File: src/rtl/axi_burst_master_if.sv
// rtl/axi_burst_master_if.sv - AXI4 AW/W/B/AR/R channel bundle for the burst master
interface axi_burst_master_if #(
   parameter int ADDR_WIDTH = 32,
   parameter int DATA_WIDTH = 8
);
   logic [ADDR_WIDTH-1:0] awaddr;
   logic [3:0]            awlen;
   logic [2:0]            awsize;
   logic [1:0]            awburst;
   logic                  awvalid;
   logic                  awready;
   logic [DATA_WIDTH-1:0] wdata;
   logic                  wlast;
   logic                  wvalid;
   logic                  wready;
   logic [1:0]            bresp;
   logic                  bvalid;
   logic                  bready;
   logic [ADDR_WIDTH-1:0] araddr;
   logic [3:0]            arlen;
   logic [2:0]            arsize;
   logic [1:0]            arburst;
   logic                  arvalid;
   logic                  arready;
   logic [DATA_WIDTH-1:0] rdata;
   logic [1:0]            rresp;
   logic                  rlast;
   logic                  rvalid;
   logic                  rready;

   modport master (
      output awaddr, awlen, awsize, awburst, awvalid, input awready,
      output wdata, wlast, wvalid, input wready,
      input bresp, bvalid, output bready,
      output araddr, arlen, arsize, arburst, arvalid, input arready,
      input rdata, rresp, rlast, rvalid, output rready
   );

   modport slave (
      input awaddr, awlen, awsize, awburst, awvalid, output awready,
      input wdata, wlast, wvalid, output wready,
      output bresp, bvalid, input bready,
      input araddr, arlen, arsize, arburst, arvalid, output arready,
      output rdata, rresp, rlast, rvalid, input rready
   );
endinterface

File: src/rtl/axi_burst_master.sv
// rtl/axi_burst_master.sv - single-command AXI4 INCR burst initiator (write or read, 1..16 beats)
module axi_burst_master #(
   parameter int ADDR_WIDTH = 32,
   parameter int DATA_WIDTH = 8
) (
   input  logic                  clk,
   input  logic                  rstn,
   input  logic                  cmd_valid,
   output logic                  cmd_ready,
   input  logic                  cmd_write,
   input  logic [ADDR_WIDTH-1:0] cmd_addr,
   input  logic [3:0]            cmd_len,
   input  logic [DATA_WIDTH-1:0] wr_data,
   input  logic                  wr_valid,
   output logic                  wr_ready,
   output logic [DATA_WIDTH-1:0] rd_data,
   output logic                  rd_valid,
   input  logic                  rd_ready,
   output logic                  done,
   output logic [1:0]            done_resp,
   output logic                  done_err,
   axi_burst_master_if.master    axi
);
   localparam logic [2:0] AX_SIZE = 3'($clog2(DATA_WIDTH / 8));
   localparam logic [1:0] BURST_INCR = 2'b01;

   typedef enum logic [2:0] {
      IDLE, WR_ADDR, WR_DATA, WR_RESP, RD_ADDR, RD_DATA, DONE
   } state_t;

   state_t                state_q, state_d;
   logic [ADDR_WIDTH-1:0] addr_q, addr_d;
   logic [3:0]            len_q, len_d;
   logic [3:0]            cnt_q, cnt_d;
   logic [1:0]            resp_q, resp_d;
   logic                  err_q, err_d;

   // State and captured-command registers; reset aborts any burst in flight
   always_ff @(posedge clk) begin
      if (!rstn) begin
         state_q <= IDLE;
         addr_q  <= '0;
         len_q   <= '0;
         cnt_q   <= '0;
         resp_q  <= '0;
         err_q   <= 1'b0;
      end else begin
         state_q <= state_d;
         addr_q  <= addr_d;
         len_q   <= len_d;
         cnt_q   <= cnt_d;
         resp_q  <= resp_d;
         err_q   <= err_d;
      end
   end

   // Next state, beat counting and worst-response / rlast-mismatch accumulation
   always_comb begin
      state_d = state_q;
      addr_d  = addr_q;
      len_d   = len_q;
      cnt_d   = cnt_q;
      resp_d  = resp_q;
      err_d   = err_q;
      case (state_q)
         IDLE: begin
            if (cmd_valid) begin
               addr_d  = cmd_addr;
               len_d   = cmd_len;
               cnt_d   = '0;
               resp_d  = '0;
               err_d   = 1'b0;
               state_d = cmd_write ? WR_ADDR : RD_ADDR;
            end
         end
         WR_ADDR: begin
            if (axi.awready) state_d = WR_DATA;
         end
         WR_DATA: begin
            if (wr_valid && axi.wready) begin
               cnt_d = cnt_q + 4'd1;
               if (cnt_q == len_q) state_d = WR_RESP;
            end
         end
         WR_RESP: begin
            if (axi.bvalid) begin
               resp_d  = axi.bresp;
               state_d = DONE;
            end
         end
         RD_ADDR: begin
            if (axi.arready) state_d = RD_DATA;
         end
         RD_DATA: begin
            if (axi.rvalid && rd_ready) begin
               cnt_d = cnt_q + 4'd1;
               if (axi.rresp > resp_q) resp_d = axi.rresp;
               // rlast must coincide exactly with the final expected beat
               if (axi.rlast != (cnt_q == len_q)) err_d = 1'b1;
               if (axi.rlast || (cnt_q == len_q)) state_d = DONE;
            end
         end
         DONE: state_d = IDLE;
         default: state_d = IDLE;
      endcase
   end

   // Channel outputs: valids decoded from registered state, data paths pass through
   always_comb begin
      cmd_ready   = (state_q == IDLE);
      axi.awaddr  = addr_q;
      axi.awlen   = len_q;
      axi.awsize  = AX_SIZE;
      axi.awburst = BURST_INCR;
      axi.awvalid = (state_q == WR_ADDR);
      axi.wdata   = wr_data;
      axi.wvalid  = (state_q == WR_DATA) && wr_valid;
      axi.wlast   = (state_q == WR_DATA) && (cnt_q == len_q);
      wr_ready    = (state_q == WR_DATA) && axi.wready;
      axi.bready  = (state_q == WR_RESP);
      axi.araddr  = addr_q;
      axi.arlen   = len_q;
      axi.arsize  = AX_SIZE;
      axi.arburst = BURST_INCR;
      axi.arvalid = (state_q == RD_ADDR);
      axi.rready  = (state_q == RD_DATA) && rd_ready;
      rd_valid    = (state_q == RD_DATA) && axi.rvalid;
      rd_data     = axi.rdata;
      done        = (state_q == DONE);
      done_resp   = resp_q;
      done_err    = err_q;
   end
endmodule

File: src/flat_wrapper.sv
// flat-port wrapper written by rule: the top's interface ports become plain ports
module axi_burst_master_flat 
#(
   parameter int ADDR_WIDTH = 32,
   parameter int DATA_WIDTH = 8
)
  (clk, rstn, cmd_valid, cmd_ready, cmd_write, cmd_addr, cmd_len, wr_data, wr_valid, wr_ready, rd_data, rd_valid, rd_ready, done, done_resp, done_err, axi_awaddr, axi_awlen, axi_awsize, axi_awburst, axi_awvalid, axi_awready, axi_wdata, axi_wlast, axi_wvalid, axi_wready, axi_bresp, axi_bvalid, axi_bready, axi_araddr, axi_arlen, axi_arsize, axi_arburst, axi_arvalid, axi_arready, axi_rdata, axi_rresp, axi_rlast, axi_rvalid, axi_rready);
  axi_burst_master_if #(.ADDR_WIDTH(ADDR_WIDTH), .DATA_WIDTH(DATA_WIDTH)) axi_i ();
  input  logic clk;
  input  logic rstn;
  input  logic cmd_valid;
  output logic cmd_ready;
  input  logic cmd_write;
  input  logic [ADDR_WIDTH-1:0] cmd_addr;
  input  logic [3:0] cmd_len;
  input  logic [DATA_WIDTH-1:0] wr_data;
  input  logic wr_valid;
  output logic wr_ready;
  output logic [DATA_WIDTH-1:0] rd_data;
  output logic rd_valid;
  input  logic rd_ready;
  output logic done;
  output logic [1:0] done_resp;
  output logic done_err;
  output wire logic [$bits(axi_i.awaddr)-1:0] axi_awaddr;
  output wire logic [$bits(axi_i.awlen)-1:0] axi_awlen;
  output wire logic [$bits(axi_i.awsize)-1:0] axi_awsize;
  output wire logic [$bits(axi_i.awburst)-1:0] axi_awburst;
  output wire logic [$bits(axi_i.awvalid)-1:0] axi_awvalid;
  input wire logic [$bits(axi_i.awready)-1:0] axi_awready;
  output wire logic [$bits(axi_i.wdata)-1:0] axi_wdata;
  output wire logic [$bits(axi_i.wlast)-1:0] axi_wlast;
  output wire logic [$bits(axi_i.wvalid)-1:0] axi_wvalid;
  input wire logic [$bits(axi_i.wready)-1:0] axi_wready;
  input wire logic [$bits(axi_i.bresp)-1:0] axi_bresp;
  input wire logic [$bits(axi_i.bvalid)-1:0] axi_bvalid;
  output wire logic [$bits(axi_i.bready)-1:0] axi_bready;
  output wire logic [$bits(axi_i.araddr)-1:0] axi_araddr;
  output wire logic [$bits(axi_i.arlen)-1:0] axi_arlen;
  output wire logic [$bits(axi_i.arsize)-1:0] axi_arsize;
  output wire logic [$bits(axi_i.arburst)-1:0] axi_arburst;
  output wire logic [$bits(axi_i.arvalid)-1:0] axi_arvalid;
  input wire logic [$bits(axi_i.arready)-1:0] axi_arready;
  input wire logic [$bits(axi_i.rdata)-1:0] axi_rdata;
  input wire logic [$bits(axi_i.rresp)-1:0] axi_rresp;
  input wire logic [$bits(axi_i.rlast)-1:0] axi_rlast;
  input wire logic [$bits(axi_i.rvalid)-1:0] axi_rvalid;
  output wire logic [$bits(axi_i.rready)-1:0] axi_rready;
  assign axi_awaddr = axi_i.awaddr;
  assign axi_awlen = axi_i.awlen;
  assign axi_awsize = axi_i.awsize;
  assign axi_awburst = axi_i.awburst;
  assign axi_awvalid = axi_i.awvalid;
  assign axi_i.awready = axi_awready;
  assign axi_wdata = axi_i.wdata;
  assign axi_wlast = axi_i.wlast;
  assign axi_wvalid = axi_i.wvalid;
  assign axi_i.wready = axi_wready;
  assign axi_i.bresp = axi_bresp;
  assign axi_i.bvalid = axi_bvalid;
  assign axi_bready = axi_i.bready;
  assign axi_araddr = axi_i.araddr;
  assign axi_arlen = axi_i.arlen;
  assign axi_arsize = axi_i.arsize;
  assign axi_arburst = axi_i.arburst;
  assign axi_arvalid = axi_i.arvalid;
  assign axi_i.arready = axi_arready;
  assign axi_i.rdata = axi_rdata;
  assign axi_i.rresp = axi_rresp;
  assign axi_i.rlast = axi_rlast;
  assign axi_i.rvalid = axi_rvalid;
  assign axi_rready = axi_i.rready;
  axi_burst_master #(.ADDR_WIDTH(ADDR_WIDTH), .DATA_WIDTH(DATA_WIDTH)) u_core (.clk(clk), .rstn(rstn), .cmd_valid(cmd_valid), .cmd_ready(cmd_ready), .cmd_write(cmd_write), .cmd_addr(cmd_addr), .cmd_len(cmd_len), .wr_data(wr_data), .wr_valid(wr_valid), .wr_ready(wr_ready), .rd_data(rd_data), .rd_valid(rd_valid), .rd_ready(rd_ready), .done(done), .done_resp(done_resp), .done_err(done_err), .axi(axi_i));
endmodule
File: config.mk
export PLATFORM = sky130hd
export DESIGN_NAME = axi_burst_master_flat
export DESIGN_NICKNAME = d
export VERILOG_FILES = /design/src/rtl/axi_burst_master_if.sv /design/src/rtl/axi_burst_master.sv /design/src/flat_wrapper.sv
export SDC_FILE = /design/constraint.sdc
export NUM_CORES = 1
export LEC_CHECK = 0
export BUFFER_PORTS_ARGS = -buffer_cell sky130_fd_sc_hd__buf_2
export CORE_MARGIN = 8
export CORE_UTILIZATION = 42
export CTS_CLUSTER_DIAMETER = 120
export DETAILED_ROUTE_END_ITERATION = 10
export HOLD_SLACK_MARGIN = 0.05
export PLACE_DENSITY_LB_ADDON = 0.15
export SLEW_MARGIN = 20
export SYNTH_ARGS = -nofsm -noshare
export SYNTH_HDL_FRONTEND = slang
export SYNTH_SLANG_ARGS = --single-unit
File: constraint.sdc
create_clock -name clk -period 2.37 [get_ports clk]
set_clock_uncertainty 0.2 [all_clocks]
set_input_delay 0.237 -clock clk [delete_from_list [all_inputs] [get_ports clk]]
set_output_delay 0.237 -clock clk [all_outputs]
set_load 0.03 [all_outputs]
==> results by group <==
Run status
  • Status: finished clean

Floorplanning
  • Total die area: 8920 sq um
  • Die width: 94.5 microns
  • Num ports: 179
  • FP Rows: 28
  • Core area: 5920 sq um
  • Die Y: 94.5 microns
  • Initial core utilization: 0.437

Logic synthesis
  • Post-synth EDFFs: 0
  • Synth Cell Area: 2580 sq um
  • Yosys warnings: 0
  • Mapped Cells: 322
  • Mean area per synthesized cell: 8.03 sq um
  • Synth async-reset ratio: 0
  • Flops & latches, synth: 46
  • Most used DFF post-synth: dfxtp_1
  • Distinct cells, synth: 39
  • Sequential share of the synthesized area: 0.356

Clock tree
  • Hold_buf cts: 36
  • CTS Buf Count: 5
  • Clock Latency Late Sink: 0.29 ns
  • H-tree level count: 2
  • Clk root buf: clkbuf_8
  • Clock Tree Buf Depth: 2
  • Post-CTS setup buffers: 0
  • Clk slew on worst S/H paths: 0.08 ns
  • CTS sink cnt: 46
  • TritonCTS clock tree: done
  • # resized after CTS: 0

Timing
  • Max Clk Rate: 0.471 GHz
  • TNS Setup: 0 ns
  • Max_slew headroom: 0.537
  • Fin worst setup slack: 0.248 ns
  • Hold Fails Final Rpt: 0
  • Final Cycle Share: 0.895
  • RSZ-0062 raised after global routing: no
  • Pins Over Slew Limit: 0
  • Final setup vio count: 0
  • Worst-Margin Slew: 0.694 ns
  • Min cycle time layout: 2.12 ns
  • WHS: 0.113 ns

Drt
  • Pre-Repair DR Iteration Count: 4
  • Drt wl/cell: 14.0 microns
  • DRC: 0
  • Via count: 2346
  • Routed Antenna Nets: 0
  • Starting DRC count in detailed routing: 59
  • Drt via density: 4.61
  • DRT Wirelength: 7.12 mm

Pwr
  • Clk network pwr share: 0.162
  • Pleak: 0.00169 uW
  • Sw Share: 0.469
  • Combinational share of power: 0.534
  • PD cells: 1050 nW/um^2
  • Sequential share of power: 0.304
  • Sw power: 1660 uW
  • P_int: 1870 uW
  • Pwr Total: 3530 uW
  • Peak supply drop: 0.000655 V

Placed design
  • Post-Place Worst Slack: 0.246 ns
  • I/O Buffers: 136
  • Post-DP HPWL: 5.08 mm
  • Cell Area, Placed: 2900 sq um
  • RePlAce Congestion: 0.869

Setup path
  • Crit start category: flop
  • Buf+Inv Stages, Crit Path: 0
  • Critical path peak fanout: 4
  • Reg2Reg Depth: 8
  • Family with the most delay on the worst path: compound AO/OA/AOI/OAI gates
  • Worst setup path startpoint: u_core.cnt_q[0]
  • Reg2Reg Launch Point: u_core.cnt_q[0]
  • CP max stage cell: dfxtp_1
  • Worst Path Arrival: 2.14 ns
  • RR Endpoint: u_core.state_q[1]
  • CP Class: flop to flop
  • Crit path capture: u_core.state_q[1]
  • WP depth: 8
  • CP Capture Type: flop
  • Critical Path Max Stage Delay: 0.41 ns
  • WP data required: 2.39 ns
  • Critical-path cell list: xnor2_1 -> nand4_1 -> ha_1 -> nand4b_1 -> o2111a_1 -> a221oi_2 -> nand3_1 -> a21boi_0
  • R2r setup slk: 0.25 ns

Job
  • Max_cap viols: 0

Cells and area
  • Antenna cells: 0
  • Nets: 505
  • Layout cell share with drive strength beyond 1: 0.350
  • Commonest non-fill, non-tap cell in the layout: buf_2
  • Cell area after layout: 3370 sq um
  • Most frequent cells in the layout: buf_2 (136), nand2_1 (80), dfxtp_1 (46), a21boi_0 (38), dlygate4sd3_1 (36)
  • Syn-to-layout area delta: 30.3%

GRT
  • Gr usage total: 0.154
  • Largest net degree at the start of global routing: 47
  • Number of global-route vias before repair: 2311
  • Initial antenna violation count: 0
  • First-pass GRT wire length: 11.3 mm
  • Overflow after GRT: 0

Worst hold path
  • Worst hold path class: input pin to flop
==> layer usage <==
| layer | global-route usage | share of wire |
|---|---|---|
| met5 | 0 | 0 |
| met4 | 0.0494 | 0.013 |
| met3 | 0.0675 | 0.11 |
| met2 | 0.252 | 0.47 |
| met1 | 0.176 | 0.41 |
==> logic make-up (layout without fill, tap and decap cells) <==
logic type	count (synthesis)	in the layout	synth area share
compound gates	61	61	0.181
simple gates	118	118	0.202
flops	46	46	0.356
xor+xnor	6	6	0.0203
fa+ha+maj	4	4	0.0194
other cells	2	10	0.00291
buf+inv	85	189	0.218
==> registers in the layout (all words and copies together), names as in the netlist <==
register / count
u_core.axi.araddr: 32
u_core.axi.arlen: 4
u_core.cnt_q: 4
u_core.done_err: 1
u_core.done_resp: 2
u_core.state_q: 3
==> area by class of cell <==
cell class | instances | area [sq um]
tap | 75 | 93.8
clock buffer | 6 | 72.6
sequential | 46 | 921
multi-input combinational | 199 | 1130
inverter | 5 | 18.8
timing repair buffer | 176 | 1100
clock inverter | 2 | 37.5
fill | 582 | 2550
==> power groups by stage <==
| stage | registers, uW | clock network, uW | logic (uW) |
|---|---|---|---|
| global placement | 1080 | 0 | 1860 |
| CTS | 1070 | 602 | 1910 |
| global route | 1100 | 625 | 2050 |
| detailed placement | 1090 | 0 | 1870 |
| finish | 1070 | 571 | 1890 |
| floorplan | 1340 | 0 | 1270 |
==> synth_stat cells (2+ instances only) <==
cell type / count / area [sq um]
nor3_1: 2 / 10.0
a221o_1: 2 / 20.0
dfxtp_1: 46 / 921
a21oi_1: 5 / 25.0
nor3b_1: 3 / 22.5
xor2_1: 2 / 17.5
conb_1: 2 / 7.51
and2_1: 3 / 18.8
a21boi_0: 38 / 285
nand4b_1: 2 / 17.5
ha_1: 4 / 50.1
and3_1: 5 / 31.3
o211ai_1: 2 / 15.0
inv_1: 5 / 18.8
o21ai_0: 2 / 10.0
nor2b_1: 3 / 18.8
or2_2: 2 / 12.5
xnor2_1: 4 / 35.0
buf_2: 7 / 35.0
o22ai_1: 2 / 12.5
a21boi_1: 2 / 15.0
nand3_1: 3 / 15.0
nor2_1: 9 / 33.8
buf_1: 2 / 7.51
buf_4: 63 / 473
nand2b_1: 3 / 18.8
clkbuf_1: 8 / 30.0
nand2_1: 80 / 300
==> worst min-delay path by stage <==
stage	startpoint	end	slack (ns)	cells after the start
after global placement	u_core.done_err	u_core.done_err	0.26	2
final	axi_bresp[0]	u_core.done_resp[0]	0.11	3
after detailed placement	u_core.done_err	u_core.done_err	0.27	2
after global routing	axi_bresp[0]	u_core.done_resp[0]	0.12	3
after floorplan	cmd_addr[0]	u_core.axi.araddr[0]	0.18	2
after CTS	axi_bresp[0]	u_core.done_resp[0]	0.11	3
==> worst min-delay path: stages <==
cell	delay [ns]
buf_2	0.08
a221o_1	0.12
and3_1	0.14
==> through the flow <==
stage,cells,util
2_1_floorplan,330,-
3_3_place_gp,465,0.490
3_5_place_dp,465,0.490
4_1_cts,509,0.569
5_1_grt,509,0.569
6_report,509,0.569
Power figures use the tool's default switching activity.
